**src/rtl/spi_slave_peripheral_if.sv**
```systemverilog
// SPI pins plus the word-addressed register bus of the SPI slave peripheral.
// The slave modport is the peripheral's view; master is the host/bench view.
interface spi_slave_peripheral_if;
  logic        spi_sclk;
  logic        spi_cs_n;
  logic        spi_mosi;
  logic        spi_miso;
  logic        spi_miso_oe;
  logic [7:0]  mem_addr;
  logic [3:0]  mem_wr_en;
  logic [31:0] mem_wr_data;
  logic [31:0] mem_rd_data;

  modport slave (
    input  spi_sclk, spi_cs_n, spi_mosi, mem_addr, mem_wr_en, mem_wr_data,
    output spi_miso, spi_miso_oe, mem_rd_data
  );

  modport master (
    output spi_sclk, spi_cs_n, spi_mosi, mem_addr, mem_wr_en, mem_wr_data,
    input  spi_miso, spi_miso_oe, mem_rd_data
  );
endinterface

```
**src/rtl/spi_slave_peripheral.sv**
```systemverilog
// SPI slave with oversampled SCLK, TX holding register, 4-deep RX FIFO and a
// small register map (CONTROL, TX_DATA, RX_DATA, STATUS, READ_AND_STATUS).
module spi_slave_peripheral #(
  parameter bit         CPOL    = 1'b0,
  parameter bit         CPHA    = 1'b0,
  parameter logic [7:0] TX_IDLE = 8'hFF
) (
  input  logic                  clk,
  input  logic                  rst,
  spi_slave_peripheral_if.slave bus
);
  typedef enum logic [1:0] {IDLE, LOAD, SHIFT} state_t;

  state_t      state_q, state_d;
  logic [1:0]  sclk_s, cs_s, mosi_s;
  logic        sclk_d, cs_d;
  logic        lead, trail, sample_edge, shift_edge, sample_ok, shift_ok;
  logic        load_tx, cs_rise_sel;
  logic [7:0]  tx_sr, rx_sr, rx_byte, tx_hold;
  logic        tx_valid, miso_q, push_pend;
  logic [2:0]  bit_cnt;
  logic [7:0]  fifo_mem [4];
  logic [1:0]  wr_ptr, rd_ptr;
  logic [2:0]  count;
  logic        rx_overrun, tx_underrun;
  logic        wr_ctrl, wr_tx, pop_req, soft_rst, clr_flags, pop_ok, push_ok;
  logic [7:0]  head;
  logic        busy, rx_ne;
  logic        unused_bus;

  assign unused_bus = ^{bus.mem_wr_en[3:1], bus.mem_wr_data[31:8]};

  // 2-FF synchronizers plus one history stage for SCLK/CS edge detection.
  always_ff @(posedge clk) begin
    if (!rst) begin
      sclk_s <= {2{CPOL}};
      sclk_d <= CPOL;
      cs_s   <= 2'b11;
      cs_d   <= 1'b1;
      mosi_s <= 2'b00;
    end else begin
      sclk_s <= {sclk_s[0], bus.spi_sclk};
      sclk_d <= sclk_s[1];
      cs_s   <= {cs_s[0], bus.spi_cs_n};
      cs_d   <= cs_s[1];
      mosi_s <= {mosi_s[0], bus.spi_mosi};
    end
  end

  assign lead        = (sclk_s[1] != sclk_d) && (sclk_d == CPOL);
  assign trail       = (sclk_s[1] != sclk_d) && (sclk_s[1] == CPOL);
  assign sample_edge = CPHA ? trail : lead;
  assign shift_edge  = CPHA ? lead : trail;
  assign sample_ok   = (state_q == SHIFT) && !cs_s[1] && sample_edge;
  // In mode CPHA=0 the byte-boundary reload already presents the next MSB,
  // so the trailing edge right after the 8th sample must not shift it away.
  assign shift_ok    = (state_q == SHIFT) && !cs_s[1] && shift_edge &&
                       (CPHA || (bit_cnt != 3'd0));
  assign cs_rise_sel = (state_q == SHIFT) && cs_s[1];

  assign wr_ctrl   = (bus.mem_addr == 8'h00) && bus.mem_wr_en[0];
  assign wr_tx     = (bus.mem_addr == 8'h01) && bus.mem_wr_en[0];
  assign pop_req   = wr_ctrl && bus.mem_wr_data[0];
  assign soft_rst  = wr_ctrl && bus.mem_wr_data[1];
  assign clr_flags = wr_ctrl && bus.mem_wr_data[2];
  assign pop_ok    = pop_req && (count != 3'd0);
  assign push_ok   = push_pend && ((count != 3'd4) || pop_ok);

  always_ff @(posedge clk) begin
    if (!rst) state_q <= IDLE;
    else      state_q <= state_d;
  end

  always_comb begin
    state_d = state_q;
    load_tx = 1'b0;
    case (state_q)
      IDLE:    if (cs_d && !cs_s[1]) state_d = LOAD;
      LOAD:    begin state_d = SHIFT; load_tx = 1'b1; end
      SHIFT: begin
        if (cs_s[1])                          state_d = IDLE;
        else if (sample_edge && bit_cnt == 3'd7) load_tx = 1'b1;
      end
      default: state_d = IDLE;
    endcase
    if (soft_rst) begin
      state_d = IDLE;
      load_tx = 1'b0;
    end
  end

  always_ff @(posedge clk) begin
    if (!rst || soft_rst) begin
      tx_sr       <= 8'h00;
      rx_sr       <= 8'h00;
      rx_byte     <= 8'h00;
      bit_cnt     <= 3'd0;
      miso_q      <= 1'b0;
      push_pend   <= 1'b0;
      tx_hold     <= 8'h00;
      tx_valid    <= 1'b0;
      wr_ptr      <= 2'd0;
      rd_ptr      <= 2'd0;
      count       <= 3'd0;
      rx_overrun  <= 1'b0;
      tx_underrun <= 1'b0;
    end else begin
      if (cs_rise_sel) begin
        bit_cnt <= 3'd0;
        rx_sr   <= 8'h00;
      end else if (sample_ok) begin
        rx_sr   <= {rx_sr[6:0], mosi_s[1]};
        bit_cnt <= bit_cnt + 3'd1;
      end
      push_pend <= sample_ok && (bit_cnt == 3'd7);
      if (sample_ok && bit_cnt == 3'd7) rx_byte <= {rx_sr[6:0], mosi_s[1]};

      if (load_tx)       tx_sr <= tx_valid ? tx_hold : TX_IDLE;
      else if (shift_ok) tx_sr <= {tx_sr[6:0], 1'b0};
      if (state_q == LOAD) miso_q <= 1'b0;
      else if (shift_ok)   miso_q <= tx_sr[7];

      if (wr_tx) begin
        tx_hold  <= bus.mem_wr_data[7:0];
        tx_valid <= 1'b1;
      end else if (load_tx) begin
        tx_valid <= 1'b0;
      end

      if (clr_flags)            tx_underrun <= 1'b0;
      if (load_tx && !tx_valid) tx_underrun <= 1'b1;
      if (clr_flags)            rx_overrun  <= 1'b0;
      if (push_pend && !push_ok) rx_overrun <= 1'b1;

      if (push_ok) begin
        fifo_mem[wr_ptr] <= rx_byte;
        wr_ptr           <= wr_ptr + 2'd1;
      end
      if (pop_ok) rd_ptr <= rd_ptr + 2'd1;
      if (push_ok && !pop_ok)      count <= count + 3'd1;
      else if (pop_ok && !push_ok) count <= count - 3'd1;
    end
  end

  assign busy  = (state_q != IDLE);
  assign rx_ne = (count != 3'd0);
  assign head  = rx_ne ? fifo_mem[rd_ptr] : 8'h00;

  assign bus.spi_miso_oe = busy;
  assign bus.spi_miso    = busy & (CPHA ? miso_q : tx_sr[7]);

  always_comb begin
    bus.mem_rd_data = 32'h0;
    if (rst) begin
      case (bus.mem_addr)
        8'h02:   bus.mem_rd_data = {24'h0, head};
        8'h03:   bus.mem_rd_data = {21'h0, count, 3'b000, tx_underrun, rx_overrun,
                                    busy, !tx_valid, rx_ne};
        8'h04:   bus.mem_rd_data = {22'h0, busy, rx_ne, head};
        default: bus.mem_rd_data = 32'h0;
      endcase
    end
  end
endmodule

```
**src/flat_wrapper.sv**
```systemverilog
// flat-port wrapper written by rule: the top's interface ports become plain ports
module spi_slave_peripheral_flat 
#(
  parameter bit         CPOL    = 1'b0,
  parameter bit         CPHA    = 1'b0,
  parameter logic [7:0] TX_IDLE = 8'hFF
)
  (clk, rst, bus_spi_sclk, bus_spi_cs_n, bus_spi_mosi, bus_mem_addr, bus_mem_wr_en, bus_mem_wr_data, bus_spi_miso, bus_spi_miso_oe, bus_mem_rd_data);
  spi_slave_peripheral_if bus_i ();
  input  logic clk;
  input  logic rst;
  input wire logic [$bits(bus_i.spi_sclk)-1:0] bus_spi_sclk;
  input wire logic [$bits(bus_i.spi_cs_n)-1:0] bus_spi_cs_n;
  input wire logic [$bits(bus_i.spi_mosi)-1:0] bus_spi_mosi;
  input wire logic [$bits(bus_i.mem_addr)-1:0] bus_mem_addr;
  input wire logic [$bits(bus_i.mem_wr_en)-1:0] bus_mem_wr_en;
  input wire logic [$bits(bus_i.mem_wr_data)-1:0] bus_mem_wr_data;
  output wire logic [$bits(bus_i.spi_miso)-1:0] bus_spi_miso;
  output wire logic [$bits(bus_i.spi_miso_oe)-1:0] bus_spi_miso_oe;
  output wire logic [$bits(bus_i.mem_rd_data)-1:0] bus_mem_rd_data;
  assign bus_i.spi_sclk = bus_spi_sclk;
  assign bus_i.spi_cs_n = bus_spi_cs_n;
  assign bus_i.spi_mosi = bus_spi_mosi;
  assign bus_i.mem_addr = bus_mem_addr;
  assign bus_i.mem_wr_en = bus_mem_wr_en;
  assign bus_i.mem_wr_data = bus_mem_wr_data;
  assign bus_spi_miso = bus_i.spi_miso;
  assign bus_spi_miso_oe = bus_i.spi_miso_oe;
  assign bus_mem_rd_data = bus_i.mem_rd_data;
  spi_slave_peripheral #(.CPOL(CPOL), .CPHA(CPHA), .TX_IDLE(TX_IDLE)) u_core (.clk(clk), .rst(rst), .bus(bus_i));
endmodule
```
**config.mk**
```make
export PLATFORM = sky130hd
export DESIGN_NAME = spi_slave_peripheral_flat
export DESIGN_NICKNAME = d
export VERILOG_FILES = /design/src/rtl/spi_slave_peripheral_if.sv /design/src/rtl/spi_slave_peripheral.sv /design/src/flat_wrapper.sv
export SDC_FILE = /design/constraint.sdc
export NUM_CORES = 1
export LEC_CHECK = 0
export ABC_AREA = 1
export BUFFER_PORTS_ARGS = -buffer_cell sky130_fd_sc_hd__buf_2
export CAP_MARGIN = 20
export CORE_ASPECT_RATIO = 1.5
export CORE_UTILIZATION = 55
export DETAILED_ROUTE_END_ITERATION = 7
export PLACE_DENSITY = 0.84
export SETUP_SLACK_MARGIN = 0.2
export SLEW_MARGIN = 20
export SYNTH_ARGS = -nofsm -noshare
export SYNTH_HDL_FRONTEND = slang
export SYNTH_SLANG_ARGS = --single-unit
```
**constraint.sdc**
```tcl
create_clock -name clk -period 2.8 [get_ports clk]
set_input_delay 0.28 -clock clk [delete_from_list [all_inputs] [get_ports clk]]
set_output_delay 0.28 -clock clk [all_outputs]
set_load 0.01 [all_outputs]
```
==> flow_metrics.env <==
export IMPL_status="finished clean"
export IMPL_p_per_area_nw_per_um2=582
export IMPL_multi_input_area_sq_um=1610
export IMPL_io_pins=83
export IMPL_final_setup_tns_ps=0
export IMPL_ys_flop_type="dfxtp_1"
export IMPL_hold_path_depth=3
export IMPL_slew_viol_final=0
export IMPL_finalClockSkew_ps=8.83
export IMPL_r2r_cells=10
export IMPL_instances_no_fill=615
export IMPL_worst_path_max_fanout=17
export IMPL_drtAntennaViolNets=0
export IMPL_syn_to_final_growth_pct=9.89
export IMPL_syn_area_sq_um=4090
export IMPL_fin_crit_ps=2280
export IMPL_drt_wl_total_um=8040
export IMPL_diodes=0
export IMPL_die_h_um=108
export IMPL_ys_types=36
export IMPL_clockBufferDepth=2
export IMPL_critical_path_class="reg -> out"
export IMPL_placed_cells=599
export IMPL_crit_required_ps=2520
export IMPL_n_fill_cell=628
export IMPL_firstDrtPassIters=5
export IMPL_fin_crit_sh_pct=81.5
export IMPL_dieArea_sq_um=7790
export IMPL_grt_overflow=0
export IMPL_post_drt_wl_per_cell_um=13.1
export IMPL_grt_max_degree=29
export IMPL_clk_pin_slew_ps=90
export IMPL_cts_htree_levels=3
export IMPL_die_w_um=72.4
export IMPL_total_power_mw=2.61
export IMPL_vias=3136
export IMPL_cts_tree="built"
export IMPL_place_gp_congestion=0.860
export IMPL_cts_buffers=9
export IMPL_async_flop_share_pct=0
export IMPL_synth_avg_cell_area_sq_um=8.69
export IMPL_synth_top_area_share_pct=27.9
export IMPL_vias_per_cell=5.10
export IMPL_fin_area_sq_um=4490
export IMPL_cts_root_buf="clkbuf_8"
export IMPL_yosys_area_top_type="dfxtp_1"
export IMPL_yosysSeqAreaShare_pct=51.4
export IMPL_first_global_vias=2980
export IMPL_rsz0062_at_grt="false"
export IMPL_cts_sinks=89
export IMPL_ys_ff_latch=89
export IMPL_synthCells=470
export IMPL_cts_hold_buf=0
export IMPL_core_area_sq_um=7230
export IMPL_start_util_pct=56.5
export IMPL_rows=38
export IMPL_crit_arrival_ps=2000
export IMPL_grt_use_total_pct=22.5
export IMPL_synth_edff_count=32
export IMPL_drive_above_1_share_pct=16.9
export IMPL_start_kind="flip-flop"
export IMPL_final_seq_area_sq_um=2100
export IMPL_grt_pass1_wl_um=13100
export IMPL_dp_hpwl_um=5780
export IMPL_hold_path_class="in -> reg"
export IMPL_p_leak_nw=1.84
export IMPL_irDropWorstVdd_v=0.000509
export IMPL_placed_cell_area_sq_um=4280
export IMPL_yosys_warnings=0
export IMPL_antenna_found_initial=0
export IMPL_timing_max_cap_violations=0
export IMPL_numPortBuffers=34
export IMPL_worstSetupEndpointType="output port"
export IMPL_route_detailed_drc=0
export IMPL_fmax_mhz=438
export IMPL_fin_nets=571
export IMPL_synthTopCellsByArea="dfxtp_1 28%, edfxtp_1 24%, nand2_1 7.6%"
export IMPL_clkLatencyLatePin_ps=370
export IMPL_hold_violations=0
export IMPL_setup_viol=0
export IMPL_drt_iter0_drc=227
layout by cell type, fill, tap and decap left out, types with 4 or more instances in the layout:
master,netlist,routed
nand2_1,83,83
dfxtp_1,57,56
inv_1,54,54
nor2_1,46,46
a21oi_1,42,42
nand3_1,36,36
buf_2,4,34
edfxtp_1,32,32
o21ai_0,23,23
conb_1,1,21
or2_2,11,11
ha_1,11,11
clkbuf_8,0,9
o22ai_1,8,8
buf_4,23,8
nand4_1,4,4
repair_timing:
item	CTS	global route
setup endpoints to repair	0	1
buffers inserted	0	0
gates resized for setup	0	1
hold endpoints to repair	0	0
worst max-delay path, cell delays in order (launching register included):
cell and delay [ps]:
dfxtp_2 420, inv_1 370, o21ai_0 140, o22ai_1 220, nand3_1 160, a21oi_1 170, buf_2 140
where the power goes:
| group | internal [mW] | switching [mW] |
|---|---|---|
| clock network | 0.432 | 0.492 |
| logic | 0.105 | 0.191 |
| registers | 1.37 | 0.0222 |
kinds of logic after synthesis:
logic type | count (synthesis) | synth area share (%)
AOI/OAI and AO/OA | 78 | 10.1
xor gates and xnor gates | 3 | 0.643
adders and majority gates | 12 | 3.86
buffers and inverters | 90 | 11.1
DFF | 89 | 51.4
muxes | 1 | 0.245
other | 1 | 0.0918
and+or+nand+nor | 196 | 22.6
through the flow:
step                utilization [%]  hold slack, ps  setup WS [ps]
finish                         62.1            88.7            517
global placement               59.2             393            437
CTS                            62.1            79.3            353
floorplan                         -             378            720
detailed placement             59.2             400            275
global route                   62.1            94.1            368
final cells by class:
type | count | share of cell area [%]
Multi-Input combinational cell | 311 | 35.8
Inverter | 57 | 4.76
Clock buffer | 9 | 2.76
Clock inverter | 7 | 1.92
Timing Repair Buffer | 42 | 5.13
Tap cell | 100 | 2.79
Sequential cell | 89 | 46.8
sequential cells by signal, summed over array words and instances (netlist names), 2 cells and up, named ones only:
signal           cells
u_core.sclk_s        2
u_core.tx_sr         8
u_core.fifo_mem     32
u_core.cs_s          2
u_core.bit_cnt       3
u_core.mosi_s        2
u_core.state_q       2
u_core.rx_byte       8
u_core.wr_ptr        2
u_core.rd_ptr        2
u_core.tx_hold       8
u_core.count         3
u_core.rx_sr         7
path summary, 6_finish.rpt:
check	from	to	slack (ps)
setup / recovery	flip-flop	bus_mem_rd_data[4]	520
hold reg to reg	u_core.cs_s[0]	u_core.cs_s[1]	420
hold / removal	bus_spi_mosi	u_core.mosi_s[0]	90
setup reg to reg	u_core.count[0]	u_core.count[2]	650
layer usage:
metal	vias up	share of wire [%]	global-route usage [%]
met5	-	0	0
met4	0	2.7	10.9
met3	21	6.1	5.06
met2	115	52	41.1
met1	1426	39	23.7
li1	1574	-	-
Yosys cell counts, types with 2 or more instances:
library cell and number:
nand2_1 83, dfxtp_1 57, inv_1 54, nor2_1 46, a21oi_1 42, nand3_1 36
edfxtp_1 32, buf_4 23, o21ai_0 23, ha_1 11, or2_2 11, o22ai_1 8
buf_2 4, nand4_1 4, buf_6 3, clkbuf_1 3, inv_2 3, nand2_2 3
nor2_4 3, nand3_4 2, nor3b_1 2, o21ai_2 2, xor2_1 2
Power figures use the tool's default switching activity.
